===== src/rtl/div_fifo_reader.sv =====
// div_fifo_reader: pops divide requests and runs a radix-2 restoring divider.
// Define DIV_FASTPATH_EN to retire trivial divides without iterating.
module div_fifo_reader #(
  parameter int XLEN     = 32,
  parameter int ID_WIDTH = 3
) (
  input  logic                clk,
  input  logic                rst,
  input  logic                fifo_valid,
  input  logic [XLEN-1:0]     fifo_dividend,
  input  logic [XLEN-1:0]     fifo_divisor,
  input  logic                fifo_signed,
  input  logic                fifo_rem_op,
  input  logic [ID_WIDTH-1:0] fifo_id,
  output logic                fifo_pop,
  output logic                wb_valid,
  input  logic                wb_ack,
  output logic [XLEN-1:0]     wb_rd,
  output logic [ID_WIDTH-1:0] wb_id,
  output logic                busy
);
  localparam int CW = $clog2(XLEN);
  localparam logic [XLEN-1:0] MIN_NEG = {1'b1, {(XLEN-1){1'b0}}};

  typedef enum logic [1:0] {IDLE, BUSY, DONE} state_e;

  state_e              state_q, state_d;
  logic [CW-1:0]       cnt_q, cnt_d;
  logic [XLEN-1:0]     rem_q, rem_d;
  logic [XLEN-1:0]     quo_q, quo_d;
  logic [XLEN-1:0]     dvs_q, dvs_d;
  logic [XLEN-1:0]     a_q, a_d;
  logic [ID_WIDTH-1:0] id_q, id_d;
  logic                rop_q, rop_d;
  logic                negq_q, negq_d;
  logic                negr_q, negr_d;
  logic                dz_q, dz_d;
  logic                ovf_q, ovf_d;
  logic                wb_valid_q, wb_valid_d;
  logic [XLEN-1:0]     wb_rd_q, wb_rd_d;
  logic [ID_WIDTH-1:0] wb_id_q, wb_id_d;

  logic            sa, sb, dz_in, ovf_in, start;
  logic [XLEN-1:0] ma, mb, rem_n, quo_n;
  logic [XLEN:0]   trial;

  // Sign fixup plus the RISC-V M overrides for /0 and MIN/-1.
  function automatic logic [XLEN-1:0] pick(
    input logic            dz,
    input logic            ovf,
    input logic            nq,
    input logic            nr,
    input logic            rop,
    input logic [XLEN-1:0] a,
    input logic [XLEN-1:0] qm,
    input logic [XLEN-1:0] rm
  );
    logic [XLEN-1:0] q, r;
    q = nq ? -qm : qm;
    r = nr ? -rm : rm;
    if (dz) begin
      q = '1;
      r = a;
    end else if (ovf) begin
      q = MIN_NEG;
      r = '0;
    end
    return rop ? r : q;
  endfunction

  assign sa     = fifo_signed & fifo_dividend[XLEN-1];
  assign sb     = fifo_signed & fifo_divisor[XLEN-1];
  assign ma     = sa ? -fifo_dividend : fifo_dividend;
  assign mb     = sb ? -fifo_divisor : fifo_divisor;
  assign dz_in  = (fifo_divisor == '0);
  assign ovf_in = fifo_signed & (fifo_dividend == MIN_NEG)
                & (fifo_divisor == '1);

  // Shifted partial remainder needs one extra bit before the trial subtract.
  assign trial = {rem_q, quo_q[XLEN-1]} - {1'b0, dvs_q};
  assign rem_n = trial[XLEN] ? {rem_q[XLEN-2:0], quo_q[XLEN-1]}
                             : trial[XLEN-1:0];
  assign quo_n = {quo_q[XLEN-2:0], ~trial[XLEN]};

`ifdef DIV_FASTPATH_EN
  logic fast;
  assign fast = dz_in | ovf_in | (mb > ma);
`endif

  always_comb begin
    state_d    = state_q;
    cnt_d      = cnt_q;
    rem_d      = rem_q;
    quo_d      = quo_q;
    dvs_d      = dvs_q;
    a_d        = a_q;
    id_d       = id_q;
    rop_d      = rop_q;
    negq_d     = negq_q;
    negr_d     = negr_q;
    dz_d       = dz_q;
    ovf_d      = ovf_q;
    wb_valid_d = wb_valid_q;
    wb_rd_d    = wb_rd_q;
    wb_id_d    = wb_id_q;
    start      = 1'b0;

    unique case (state_q)
      IDLE: start = fifo_valid;
      BUSY: begin
        rem_d = rem_n;
        quo_d = quo_n;
        if (cnt_q == '0) begin
          state_d    = DONE;
          wb_valid_d = 1'b1;
          wb_id_d    = id_q;
          wb_rd_d    = pick(dz_q, ovf_q, negq_q, negr_q, rop_q,
                            a_q, quo_n, rem_n);
        end else begin
          cnt_d = cnt_q - CW'(1);
        end
      end
      DONE: begin
        if (wb_ack) begin
          wb_valid_d = 1'b0;
          state_d    = IDLE;
          start      = fifo_valid;
        end
      end
      default: state_d = IDLE;
    endcase

    if (start) begin
      state_d = BUSY;
      cnt_d   = CW'(XLEN - 1);
      rem_d   = '0;
      quo_d   = ma;
      dvs_d   = mb;
      a_d     = fifo_dividend;
      id_d    = fifo_id;
      rop_d   = fifo_rem_op;
      negq_d  = fifo_signed & (sa ^ sb);
      negr_d  = sa;
      dz_d    = dz_in;
      ovf_d   = ovf_in;
`ifdef DIV_FASTPATH_EN
      if (fast) begin
        state_d    = DONE;
        wb_valid_d = 1'b1;
        wb_id_d    = fifo_id;
        wb_rd_d    = pick(dz_in, ovf_in, fifo_signed & (sa ^ sb), sa,
                          fifo_rem_op, fifo_dividend, '0, ma);
      end
`endif
    end
  end

  always_ff @(posedge clk) begin
    if (rst) begin
      state_q    <= IDLE;
      cnt_q      <= '0;
      rem_q      <= '0;
      quo_q      <= '0;
      dvs_q      <= '0;
      a_q        <= '0;
      id_q       <= '0;
      rop_q      <= 1'b0;
      negq_q     <= 1'b0;
      negr_q     <= 1'b0;
      dz_q       <= 1'b0;
      ovf_q      <= 1'b0;
      wb_valid_q <= 1'b0;
      wb_rd_q    <= '0;
      wb_id_q    <= '0;
    end else begin
      state_q    <= state_d;
      cnt_q      <= cnt_d;
      rem_q      <= rem_d;
      quo_q      <= quo_d;
      dvs_q      <= dvs_d;
      a_q        <= a_d;
      id_q       <= id_d;
      rop_q      <= rop_d;
      negq_q     <= negq_d;
      negr_q     <= negr_d;
      dz_q       <= dz_d;
      ovf_q      <= ovf_d;
      wb_valid_q <= wb_valid_d;
      wb_rd_q    <= wb_rd_d;
      wb_id_q    <= wb_id_d;
    end
  end

  assign fifo_pop = start;
  assign wb_valid = wb_valid_q;
  assign wb_rd    = wb_rd_q;
  assign wb_id    = wb_id_q;
  assign busy     = (state_q != IDLE);

endmodule

===== config.mk =====
export PLATFORM = sky130hd
export DESIGN_NAME = div_fifo_reader
export DESIGN_NICKNAME = d
export VERILOG_FILES = /design/src/rtl/div_fifo_reader.sv
export SDC_FILE = /design/constraint.sdc
export NUM_CORES = 1
export LEC_CHECK = 0
export CORE_AREA = 5 5 187 189
export CTS_CLUSTER_DIAMETER = 80
export DETAILED_ROUTE_END_ITERATION = 10
export DIE_AREA = 0 0 192 194
export SYNTH_ARGS = -nofsm -noshare
export SYNTH_HDL_FRONTEND = slang
export SYNTH_SLANG_ARGS = --single-unit

===== constraint.sdc =====
create_clock -name clk -period 5.5 [get_ports clk]
set_input_delay 0.825 -clock clk [delete_from_list [all_inputs] [get_ports clk]]
set_output_delay 0.825 -clock clk [all_outputs]
set_load 0.005 [all_outputs]

==> load_flow_metrics.sql <==
INSERT INTO impl_metrics (metric_group, metric, value, unit) VALUES
('floorplanning', 'area_enclosed_by_the_die_boundary', '37200', 'um^2'),
('timing', 'fin_crit_share', '91.1', '%'),
('worst_setup_path', 'criticalPathCategory', 'reg2reg', ''),
('timing', 'fin_clk_skew', '0.0161', 'ns'),
('logic_synthesis', 'netlist_top_cells_area', 'sky130_fd_sc_hd__dfxtp_1 (27%), sky130_fd_sc_hd__nand2_1 (6.9%), sky130_fd_sc_hd__a21oi_1 (6.2%), sky130_fd_sc_hd__nor2_1 (5.5%), sky130_fd_sc_hd__xor2_1 (4.4%)', ''),
('worst_setup_path', 'critPathLaunch', 'quo_q[31]', ''),
('detailed_routing', 'drt.antenna.violating_nets', '0', ''),
('power_and_ir_drop', 'totalPowerFinal', '5040', 'uW'),
('cells_and_area', 'final_layout_size_suffix_gt1_share', '5.35', '%'),
('placement', 'dp_hpwl', '36.4', 'mm'),
('floorplanning', 'coreArea', '33100', 'um^2'),
('worst_setup_path', 'cp_slowest_cell', 'sky130_fd_sc_hd__dfxtp_1', ''),
('outcome', 'run_status', 'finished clean', ''),
('logic_synthesis', 'syn-num-nets', '1912', ''),
('logic_synthesis', 'synth_flop_cell', 'sky130_fd_sc_hd__dfxtp_1', ''),
('timing', 'timing_worst_slew_pin_value', '1.11', 'ns'),
('cts', 'cts_sinks', '179', ''),
('timing', 'drv_slew', '0', ''),
('cts', 'cts.reportedPaths.clkPinSlew', '0.08', 'ns'),
('cells_and_area', 'num-nets-final', '1949', ''),
('timing', 'max_slew_margin', '25.8', '%'),
('power_and_ir_drop', 'power_per_cell_area', '333', 'nW/um^2'),
('cts', 'insertion_delay', '0.46', 'ns'),
('grt', 'grt_pass1_vias', '12472', ''),
('logic_synthesis', 'synth_async_sr_flop_share', '0', '%'),
('timing', 'grt_setup_unrepaired', 'false', ''),
('detailed_routing', 'detail_route.drc_violations', '0', ''),
('worst_setup_path', 'critPathMaxFanout', '8', ''),
('cells_and_area', 'area_delta_synth_final', '15.7', '%'),
('timing', 'final.hold.worst_slack', '0.455', 'ns'),
('floorplanning', 'start_util', '39.5', '%'),
('worst_setup_path', 'path_cells', 'inv_1 > ha_1 > fa_1 > nand2b_1 > a21o_1 > a211o_1 > a21oi_2 > o21a_1 > buf_4 > nor3_1 > a21oi_1 > ha_1 > nand2_1 > or3_1 > nor4_4 > a32o_1 > o2111ai_1 > a21o_1 > a311oi_1 > o31ai_1', ''),
('worst_setup_path', 'r2r-start', 'quo_q[31]', ''),
('detailed_routing', 'drt_pass1_iterations', '5', ''),
('grt', 'grt_use_total', '25.0', '%'),
('min_path', 'hold_removal_path_class', 'reg2reg', ''),
('cells_and_area', 'antenna_cells', '0', ''),
('logic_synthesis', 'post_synthesis_sequential_element_count', '179', ''),
('floorplanning', 'die_width', '192', 'um'),
('logic_synthesis', 'synthMostInstantiatedCell', 'sky130_fd_sc_hd__nand2_1', ''),
('grt', 'pin_count_of_the_biggest_net_entering_global_routing', '98', ''),
('detailed_routing', 'drt_first_iter_violations', '1283', ''),
('logic_synthesis', 'synth_top_cell_area_share', '27.4', '%'),
('detailed_routing', 'routed_wirelength', '48.0', 'mm'),
('timing', 'final-hold-violation-count', '0', ''),
('placement', 'port_buffers', '110', ''),
('power_and_ir_drop', 'leakagePower', '0.00545', 'uW'),
('cts', 'ctsRootBufferMaster', 'sky130_fd_sc_hd__clkbuf_16', ''),
('floorplanning', 'dieHeight', '194', 'um'),
('grt', 'overflow', '0', ''),
('logic_synthesis', 'syn_avg_cell_area', '7.27', 'um^2'),
('worst_setup_path', 'timing.critical_path.max_delay_family', 'compound AO/OA/AOI/OAI gates', ''),
('cells_and_area', 'fillers', '3377', ''),
('logic_synthesis', 'yosysSeqAreaShare', '27.4', '%'),
('placement', 'place_congestion', '0.908', ''),
('worst_setup_path', 'cp.required', '5.84', 'ns'),
('worst_setup_path', 'arrival', '5.35', 'ns'),
('detailed_routing', 'vias_per_cell', '5.96', ''),
('floorplanning', 'floorplan.io_pins', '111', ''),
('cts', 'cts_tree', 'yes', ''),
('cts', 'ctsHtreeMaxLevel', '4', ''),
('timing', 'post-route-min-period', '5.01', 'ns'),
('worst_setup_path', 'start_kind', 'register', ''),
('grt', 'grt_pass1_wl', '73.5', 'mm'),
('cts', 'cts_hold_buf', '0', ''),
('worst_setup_path', 'critical_path.n_buffers_inverters', '2', ''),
('timing', 'max_freq', '0.200', 'GHz'),
('grt', 'grt_antenna_before_repair', '0', ''),
('logic_synthesis', 'yosys_warnings', '0', ''),
('worst_setup_path', 'cp-end-kind', 'register', ''),
('cts', 'postCtsResizedCells', '0', '');
## power by group
group	switching [uW]	internal, uW	total [uW]
logic	1440	797	2230
registers	119	1400	1520
clock network	624	661	1290
## area by class of cell
| class | count | area (um^2) | area share (%) |
|---|---|---|---|
| sequential | 179 | 3580 | 23.7 |
| clock inverter | 14 | 164 | 1.08 |
| multi-input combinational | 1442 | 8840 | 58.4 |
| tap | 448 | 561 | 3.70 |
| inverter | 57 | 215 | 1.42 |
| clock buffer | 18 | 439 | 2.90 |
| timing repair buffer | 139 | 1330 | 8.78 |
## tightest hold or removal path, cell delays in order (launching register included)
cell	delay, ns
sky130_fd_sc_hd__dfxtp_1	0.31
sky130_fd_sc_hd__nand2_1	0.05
sky130_fd_sc_hd__a21oi_1	0.05
## layer usage
metal,vias to the layer above,track usage [%],part of all wire [%]
met5,-,0,0
met1,6446,36.3,47
met4,0,7.45,2.8
li1,6671,-,-
met2,503,37.0,43
met3,66,5.33,7.8
## per-stage QoR
step           setup slack, ns  instances  cell area, um^2
2_1_floorplan           0.0658       1799            13100
3_3_place_gp             0.535       2265            14500
3_5_place_dp             0.394       2265            14500
4_1_cts                  0.367       2297            15100
5_1_grt                 0.0527       2297            15100
6_report                 0.492       2297            15100
## layout by cell type, fill, tap and decap left out, drive strengths merged, types with 39 or more instances in the layout
| cell | synthesis | final |
|---|---|---|
| o21ai | 108 | 108 |
| ha | 39 | 39 |
| a21oi | 166 | 166 |
| nor2 | 194 | 194 |
| nor3 | 52 | 52 |
| nand2 | 241 | 241 |
| xor2 | 65 | 65 |
| a211oi | 67 | 67 |
| dfxtp | 179 | 179 |
| inv | 57 | 62 |
| clkdlybuf4s50 | 0 | 109 |
| xnor2 | 51 | 51 |
## flip-flops by register name (all words and copies together) (netlist names)
register	flops
state_q	2
wb_id	3
wb_rd	32
rop_q	1
dz_q	1
ovf_q	1
dvs_q	32
quo_q	32
a_q	32
wb_valid	1
id_q	3
rem_q	32
cnt_q	5
negq_q	1
negr_q	1
## path summary, 6_finish.rpt
path                     to  depth (start not counted)
setup / recovery  wb_rd[26]                         20
hold / removal       a_q[0]                          2
setup reg to reg  wb_rd[26]                         20
hold reg to reg      a_q[0]                          2
## cells by family after synthesis
logic type	after synthesis	share of synthesized area [%]
AND/OR/NAND/NOR	676	23.9
AO/OA/AOI/OAI	586	29.7
flip-flops	179	27.4
buffers and inverters	178	5.29
XOR/XNOR	116	7.77
adder cells (fa/ha/maj)	40	3.88
multiplexers	24	2.07
No activity file was read; power rests on OpenSTA's default activity.
